[config.mk]
export PLATFORM = sky130hd
export DESIGN_NAME = alu_booth_mul_32
export DESIGN_NICKNAME = d
export VERILOG_FILES = /design/src/rtl/alu_booth_mul_32.sv
export SDC_FILE = /design/constraint.sdc
export NUM_CORES = 1
export LEC_CHECK = 0
export CORE_UTILIZATION = 60
export CTS_CLUSTER_SIZE = 25
export DETAILED_ROUTE_END_ITERATION = 6
export PLACE_DENSITY_LB_ADDON = 0.12
export RECOVER_POWER = 100
export SETUP_SLACK_MARGIN = 0.4
export SYNTH_ARGS = -nofsm -noshare
export SYNTH_HDL_FRONTEND = slang
export SYNTH_SLANG_ARGS = --single-unit
export TNS_END_PERCENT = 1
[constraint.sdc]
create_clock -name clk -period 16.7 [get_ports clk]
set_clock_uncertainty 0.1 [all_clocks]
set_input_delay 3.34 -clock clk [delete_from_list [all_inputs] [get_ports clk]]
set_output_delay 3.34 -clock clk [all_outputs]
set_load 0.005 [all_outputs]
[src/rtl/alu_booth_mul_32.sv]
// Sequential signed multiplier, radix-4 Booth recoding, one multiplier bit-pair per clock.
// start/busy/done handshake; the 2*WIDTH-bit product is presented on hi/lo when done pulses.
module alu_booth_mul_32 #(
  parameter int WIDTH = 32
) (
  input  logic             clk,
  input  logic             reset,
  input  logic             start,
  input  logic [WIDTH-1:0] multiplicand,
  input  logic [WIDTH-1:0] multiplier,
  output logic             busy,
  output logic             done,
  output logic [4:0]       count,
  output logic [WIDTH-1:0] hi,
  output logic [WIDTH-1:0] lo
);

  // two guard bits let the accumulator hold +/-2M of the most-negative operand
  localparam int         AW    = WIDTH + 2;
  localparam logic [4:0] ITERS = 5'(WIDTH / 2);

  typedef enum logic [1:0] {
    IDLE = 2'b00,
    RUN  = 2'b01,
    DONE = 2'b10
  } state_t;

  state_t           state_r, state_s;
  logic [AW-1:0]    a_r, a_s;
  logic [AW-1:0]    m_r, m_s;
  logic [WIDTH-1:0] q_r, q_s;
  logic             qm1_r, qm1_s;
  logic             busy_s, done_s;
  logic [4:0]       count_s;
  logic [WIDTH-1:0] hi_s, lo_s;
  logic [AW-1:0]    addend_s, sum_s;

  function automatic logic [AW-1:0] booth_sel(input logic [2:0] bits, input logic [AW-1:0] m);
    logic [AW-1:0] one;
    logic [AW-1:0] m2;
    one = {{(AW-1){1'b0}}, 1'b1};
    m2  = {m[AW-2:0], 1'b0};
    case (bits)
      3'b000, 3'b111: booth_sel = {AW{1'b0}};
      3'b001, 3'b010: booth_sel = m;
      3'b011:         booth_sel = m2;
      3'b100:         booth_sel = ~m2 + one;
      3'b101, 3'b110: booth_sel = ~m + one;
      default:        booth_sel = {AW{1'b0}};
    endcase
  endfunction

  // next-state and datapath: capture on accepted start, one Booth step per RUN cycle
  always_comb begin
    state_s  = state_r;
    a_s      = a_r;
    m_s      = m_r;
    q_s      = q_r;
    qm1_s    = qm1_r;
    busy_s   = busy;
    done_s   = done;
    count_s  = count;
    hi_s     = hi;
    lo_s     = lo;
    addend_s = booth_sel({q_r[1:0], qm1_r}, m_r);
    sum_s    = a_r + addend_s;
    case (state_r)
      IDLE, DONE: begin
        if (start) begin
          m_s     = {{2{multiplicand[WIDTH-1]}}, multiplicand};
          q_s     = multiplier;
          qm1_s   = 1'b0;
          a_s     = {AW{1'b0}};
          count_s = ITERS;
          busy_s  = 1'b1;
          done_s  = 1'b0;
          state_s = RUN;
        end else begin
          busy_s  = 1'b0;
          done_s  = 1'b0;
          state_s = IDLE;
        end
      end
      RUN: begin
        a_s     = {{2{sum_s[AW-1]}}, sum_s[AW-1:2]};
        q_s     = {sum_s[1:0], q_r[WIDTH-1:2]};
        qm1_s   = q_r[1];
        count_s = count - 5'd1;
        if (count == 5'd1) begin
          busy_s  = 1'b0;
          done_s  = 1'b1;
          hi_s    = a_s[WIDTH-1:0];
          lo_s    = q_s;
          state_s = DONE;
        end else begin
          busy_s  = 1'b1;
          done_s  = 1'b0;
          state_s = RUN;
        end
      end
      default: begin
        busy_s  = 1'b0;
        done_s  = 1'b0;
        state_s = IDLE;
      end
    endcase
  end

  // state and output registers; reset clears everything and aborts any operation
  always_ff @(posedge clk or posedge reset) begin
    if (reset) begin
      state_r <= IDLE;
      a_r     <= {AW{1'b0}};
      m_r     <= {AW{1'b0}};
      q_r     <= {WIDTH{1'b0}};
      qm1_r   <= 1'b0;
      busy    <= 1'b0;
      done    <= 1'b0;
      count   <= 5'd0;
      hi      <= {WIDTH{1'b0}};
      lo      <= {WIDTH{1'b0}};
    end else begin
      state_r <= state_s;
      a_r     <= a_s;
      m_r     <= m_s;
      q_r     <= q_s;
      qm1_r   <= qm1_s;
      busy    <= busy_s;
      done    <= done_s;
      count   <= count_s;
      hi      <= hi_s;
      lo      <= lo_s;
    end
  end

endmodule

==> results of run 1 <==
sequential cells by signal (all words and copies together), names as in the netlist:
name     cells
a_r         32
hi          32
lo          32
m_r         32
q_r         32
count        5
state_r      2
done         1
qm1_r        1
critical path: cells and delay by family:
kind	cells	cell delay (ns)
buf+inv	3	5.56
layout make-up:
class	instances	area, sq um	share of cell area, %
well taps	220	275	2.27
multi-input cells	941	5490	45.3
clock buffers	18	429	3.54
flip-flops and latches	169	4230	34.9
repair buffers	149	1440	11.9
clock inverters	14	175	1.45
inverters	21	80.1	0.661
per-layer routing:
metal	up-vias	share of wire, %	track usage, %
li1	4359	-	-
met1	4323	45	42.6
met2	303	46	48.1
met3	33	7.6	8.45
met4	0	1.4	8.20
met5	-	0	0
placed cells by master, fill, tap and decap left out, drive strengths merged, types with 7 or more instances in the layout:
master         count
nand2b            16
dlygate4sd3       73
a31oi             15
a221oi            15
ha                36
nor3              16
clkdlybuf4s50     64
nand3             15
nor2              36
xor2              25
inv               28
a22o              30
a22oi             38
nor2b              7
a21oi             68
mux2i              8
clkbuf            24
nand4              7
mux2              12
or3                7
a21o              16
xnor2             53
dfrtp            169
o21ai             57
nand2            391
synth_stat cells, drive strengths merged (4+ instances only):
master / n
a21o: 16
o211ai: 5
dfrtp: 169
a211oi: 6
or4: 4
o21ai: 57
inv: 20
mux2: 12
a22oi: 38
nand4: 7
o22ai: 4
nand2b: 16
a21oi: 68
o21bai: 4
ha: 36
a221oi: 15
nand3: 15
xor2: 25
nor4: 6
or3: 7
nor2b: 7
o311ai: 4
clkbuf: 69
a31oi: 15
o31ai: 4
xnor2: 53
nand2: 391
nor3: 16
nor2: 36
mux2i: 8
buf: 12
a22o: 30
o21a: 5
logic make-up (layout without fill, tap and decap cells):
logic type | Yosys count | in the layout | share of synthesized area [%]
simple gates | 518 | 518 | 21.7
fa+ha+maj | 37 | 37 | 4.66
xor+xnor | 78 | 78 | 6.77
compound gates | 288 | 288 | 19.0
buf+inv | 102 | 202 | 3.86
flops | 169 | 169 | 41.9
mux | 20 | 20 | 2.13
worst max path at each step:
stage | slack, ns | to
4_1_cts | 11.18 | hi[25]
6_report | 7.53 | a_r[24]
5_1_grt | 6.13 | a_r[24]
3_3_place_gp | 11.16 | a_r[5]
2_1_floorplan | 8.68 | a_r[0]
3_5_place_dp | 11.11 | a_r[19]
stage by stage:
step | instance area [sq um] | hold WS, ns
2_1_floorplan | 10100 | 0.356
3_3_place_gp | 11500 | 0.357
3_5_place_dp | 11500 | 0.362
4_1_cts | 12200 | 0.379
5_1_grt | 12100 | 0.384
6_report | 12100 | 0.365
==> impl_results.md, run 1 <==
- Status: finished with violations
- Failing checks: max-capacitance violations, max-slew violations
- Final Setup Violations: 0
- Fmax: 109 MHz
- First-pass GRT wire length: 43200 um
- Final net count: 1403
- Req. time, crit path: 16.48 ns
- Worst-Margin Slew: 4.88 ns
- Flop2flop setup slack: 10.77 ns
- Synth warn: 0
- DRT Pass-1 Iters: 7
- Placed cell count: 1500
- Relative slew margins: -227%
- Sequential share of the synthesized area: 41.9%
- Largest area contributor in the netlist: dfrtp_1
- Hold Path Stages: 2
- Async SR Flop Fraction: 100%
- Die Wd: 132 um
- Crit. Startpoint: reset
- Reg2Reg Depth: 8
- Max Cap Viol: 7
- Share of cells above drive strength 1: 4.73%
- Setup Total Neg Slack: 0 ns
- Post-Syn Nets: 1316
- Critical register-to-register path endpoint: hi[29]
- Synth-to-Final Area Change: 20.0%
- Final cell count without fillers: 1532
- Cells after Synth: 1212
- WHS Endpoint: hi[15]
- GPL Wtd Cong: 0.913
- Synth Register Bits: 169
- Final worst slack: 7.53 ns
- Post-Route Utilization: 73.3%
- Slew Viols, Final: 424
- Total grt overflow: 0
- Synth Cell Area: 10100 sq um
- ANT cells: 0
- CTS tree: done
- Worst r2r src: count[0]
- H-tree depth: 4
- CP Class: in2async
- Post-synth EDFFs: 0
- DR DRC count: 0
- Row cnt: 47
- Total CTS buffers: 17
- Synth unique cells: 67
- Iter 0 DRT Violations: 667
- Min cycle time layout: 9.17 ns
- Fin crit share: 54.9%
- Startpoint Class: primary input
- Critical Path Fanout Max: 110
- Worst skew pair latency: 0.44 ns
- Vias in the first global route: 8609
- WL/cell: 16.8 um
- Prevailing post-synth register cell: dfrtp_1
- Area of the core: 16500 sq um
- Initial antenna violation count: 0
- Critical Path, Cell by Cell: dlygate4sd3_1, clkinvlp_2, clkbuf_1
- WL final: 25700 um
- Clk sinks: 169
- Critical path arrival: 8.95 ns
- Hold buffers post-CTS: 0
- Clock buffer depth: 2
- Detail Route Antenna Nets: 0
- Top post-synthesis cells by area: dfrtp_1 42%, nand2_1 15%, xnor2_1 4.6%, ha_1 4.5%, a21oi_1 3.4%
- Synth top area share: 41.9%
- Worst Hold Launch: hi[15]
- Filler Cell Count: 1275
- Clock Pin Slew Worst Setup and Hold Paths: 0.06 ns
- Die Y: 132 um
- Io pins: 138
- Effective utilization at floorplan: 61.1%
- Vias: 9018
- Clock root buffer: clkbuf_16
- Largest net degree at the start of global routing: 111
- RSZ-0062 raised after global routing: no
- Drt via density: 5.89
- Type of the tightest min-delay check: reg2reg
- Global Route Usage Sum: 30.9%
- Largest stage delay, worst path: 2.71 ns
- Syn Area/Cell: 8.33 sq um
- Setup Buffers After CTS: 0
- Die area: 17300 sq um
- Pre-CTS setup slack: 11.11 ns
- Port bufs: 137
- Fin. Hold Viols: 0
- CP Capture Type: async pin
- Post-CTS Resized: 0
- HPWL Detailed: 17200 um
- Slowest stage cell on the critical path: clkinvlp_2
Power of run 1 is left out: the tool's default activity adds up to more than one toggle a clock period on the data nets, which glitch-free logic cannot reach.
==> inputs of run 2 (changes only) <==
CORE_UTILIZATION = 56   (was 60)
clock period = 8.72 ns   (was 16.7 ns; I/O delays follow)
==> impl_results.md, run 2 (synthesis gave the netlist of run 1 again) <==
- Status: finished with violations
- Failing checks: max-capacitance violations, max-slew violations
- Flop2flop setup slack: 2.31 ns (-8.46 ns)
- Hold Path Stages: 2 (unchanged)
- Fmax: 156 MHz
- Largest net degree at the start of global routing: 97 (-13%)
- Initial antenna violation count: 0 (unchanged)
- DR DRC count: 0 (unchanged)
- Total grt overflow: 0 (unchanged)
- Clock root buffer: clkbuf_16
- Slew Viols, Final: 459 (+8.3%)
- Final Setup Violations: 0 (unchanged)
- Most numerous cell on the critical path: o21ai_0
- Critical Path, Cell by Cell: clkbuf_1, inv_1, nor3_1, o21bai_1, a22oi_1, o21ai_0, ha_1, nand2_1, o21ai_0, o311ai_0, a21oi_1, a21oi_1, o21ai_0, xnor2_1, mux2_2
- Port bufs: 137 (unchanged)
- GPL Wtd Cong: 0.924 (+1.2%)
- Io pins: 138 (unchanged)
- Setup Total Neg Slack: 0 ns (unchanged)
- Max Cap Viol: 8 (+1)
- H-tree depth: 4 (unchanged)
- Post-Route Utilization: 69.3% (-4.0 points)
- Row cnt: 48 (+2.1%)
- Req. time, crit path: 8.94 ns (-7.54 ns)
- Reg2Reg Depth: 15 (+7)
- Iter 0 DRT Violations: 672 (+0.75%)
- DRT Pass-1 Iters: 7 (unchanged)
- Global Route Usage Sum: 29.4% (-1.4 points)
- Final worst slack: 2.31 ns (-5.22 ns)
- Type of the tightest min-delay check: reg2reg
- WL final: 26000 um (+1.2%)
- WHS Endpoint: hi[6]
- Worst skew pair latency: 0.44 ns (about the same)
- Die Y: 136 um (+3.5%)
- Die Wd: 136 um (+3.5%)
- Critical path arrival: 6.64 ns (-2.31 ns)
- Startpoint Class: register
- Worst r2r src: q_r[0]
- ANT cells: 0 (unchanged)
- Setup Buffers After CTS: 0 (unchanged)
- Clk sinks: 169 (unchanged)
- Worst-Margin Slew: 4.21 ns (-0.675 ns)
- Effective utilization at floorplan: 57.8% (-3.3 points)
- Fin crit share: 73.5%
- Commonest non-fill, non-tap cell in the layout: nand2_1
- Final net count: 1402 (-0.071%)
- Die area: 18600 sq um (+7.0%)
- CTS tree: done
- CP Capture Type: register
- Relative slew margins: -182% (+45 points)
- Vias: 8977 (-0.45%)
- Synth-to-Final Area Change: 20.0% (about the same)
- Post-CTS Resized: 0 (unchanged)
- WL/cell: 16.9 um (+0.99%)
- CP Class: reg2reg
- Fin. Hold Viols: 0 (unchanged)
- Area of the core: 17500 sq um (+5.8%)
- Critical register-to-register path endpoint: hi[24]
- Critical Path Fanout Max: 50 (-55%)
- Total CTS buffers: 17 (unchanged)
- Hold buffers post-CTS: 0 (unchanged)
- Detail Route Antenna Nets: 0 (unchanged)
- Largest stage delay, worst path: 1.55 ns (-1.16 ns)
- Min cycle time layout: 6.41 ns
- Clock Pin Slew Worst Setup and Hold Paths: 0.07 ns (about the same)
- Worst Hold Launch: hi[6]
- HPWL Detailed: 17700 um (+2.8%)
- Slowest stage cell on the critical path: clkbuf_1
- Pre-CTS setup slack: 3.28 ns (-7.83 ns)
- Vias in the first global route: 8524 (-0.99%)
- RSZ-0062 raised after global routing: no
- Drt via density: 5.84 (-0.71%)
- Share of cells above drive strength 1: 4.65% (-0.073 points)
- Clock buffer depth: 2 (unchanged)
- Commonest cells after routing, fill and taps aside: 389 x nand2_1, 169 x dfrtp_1, 73 x dlygate4sd3_1, 68 x a21oi_1, 64 x clkdlybuf4s50_1
- First-pass GRT wire length: 42600 um (-1.4%)
[run 2: layout make-up]
type	count	area, sq um
clock buffer	18	439
clock inverter	14	170
fill	1439	5360
inverter	21	80.1
multi-input combinational	941	5490
sequential	169	4230
tap	225	282
timing repair buffer	148	1430
[run 2: how the worst max path moves through the flow]
| stage | from | end | slack [ns] | cells after the start |
|---|---|---|---|---|
| global route | reset | hi[30] | 1.46 | 3 |
| detailed placement | m_r[0] | hi[25] | 3.28 | 19 |
| CTS | m_r[1] | hi[25] | 3.26 | 19 |
| global placement | m_r[0] | hi[25] | 3.44 | 19 |
| finish | q_r[0] | hi[24] | 2.31 | 15 |
| floorplan | reset | a_r[0] | 2.30 | 1 |
[run 2: per-stage QoR]
step | cell area (sq um) | hold slack [ns] | instances
floorplan | 10100 | 0.356 | 1212
global placement | 11500 | 0.357 | 1504
detailed placement | 11500 | 0.361 | 1504
CTS | 12200 | 0.378 | 1536
global route | 12100 | 0.390 | 1536
finish | 12100 | 0.370 | 1536
[run 2: metal layers]
metal  global-route usage, %  up-vias  share of wire [%]
met3                    8.31       33                8.4
met2                    46.2      316                 45
met4                    8.40        0                1.6
met1                    39.6     4259                 44
met5                       0        -                  0
li1                        -     4369                  -
[run 2: critical path: cells and delay by family (launching register included)]
family                   cells  cell delay [ns]
AO/OA/AOI/OAI                8             1.95
XOR/XNOR                     1             0.13
adder cells (fa/ha/maj)      1             0.26
buffers and inverters        2             2.17
flip-flops                   1             0.33
multiplexers                 1             0.28
AND/OR/NAND/NOR              2             1.05
Power of run 2 is left out for the same reason.
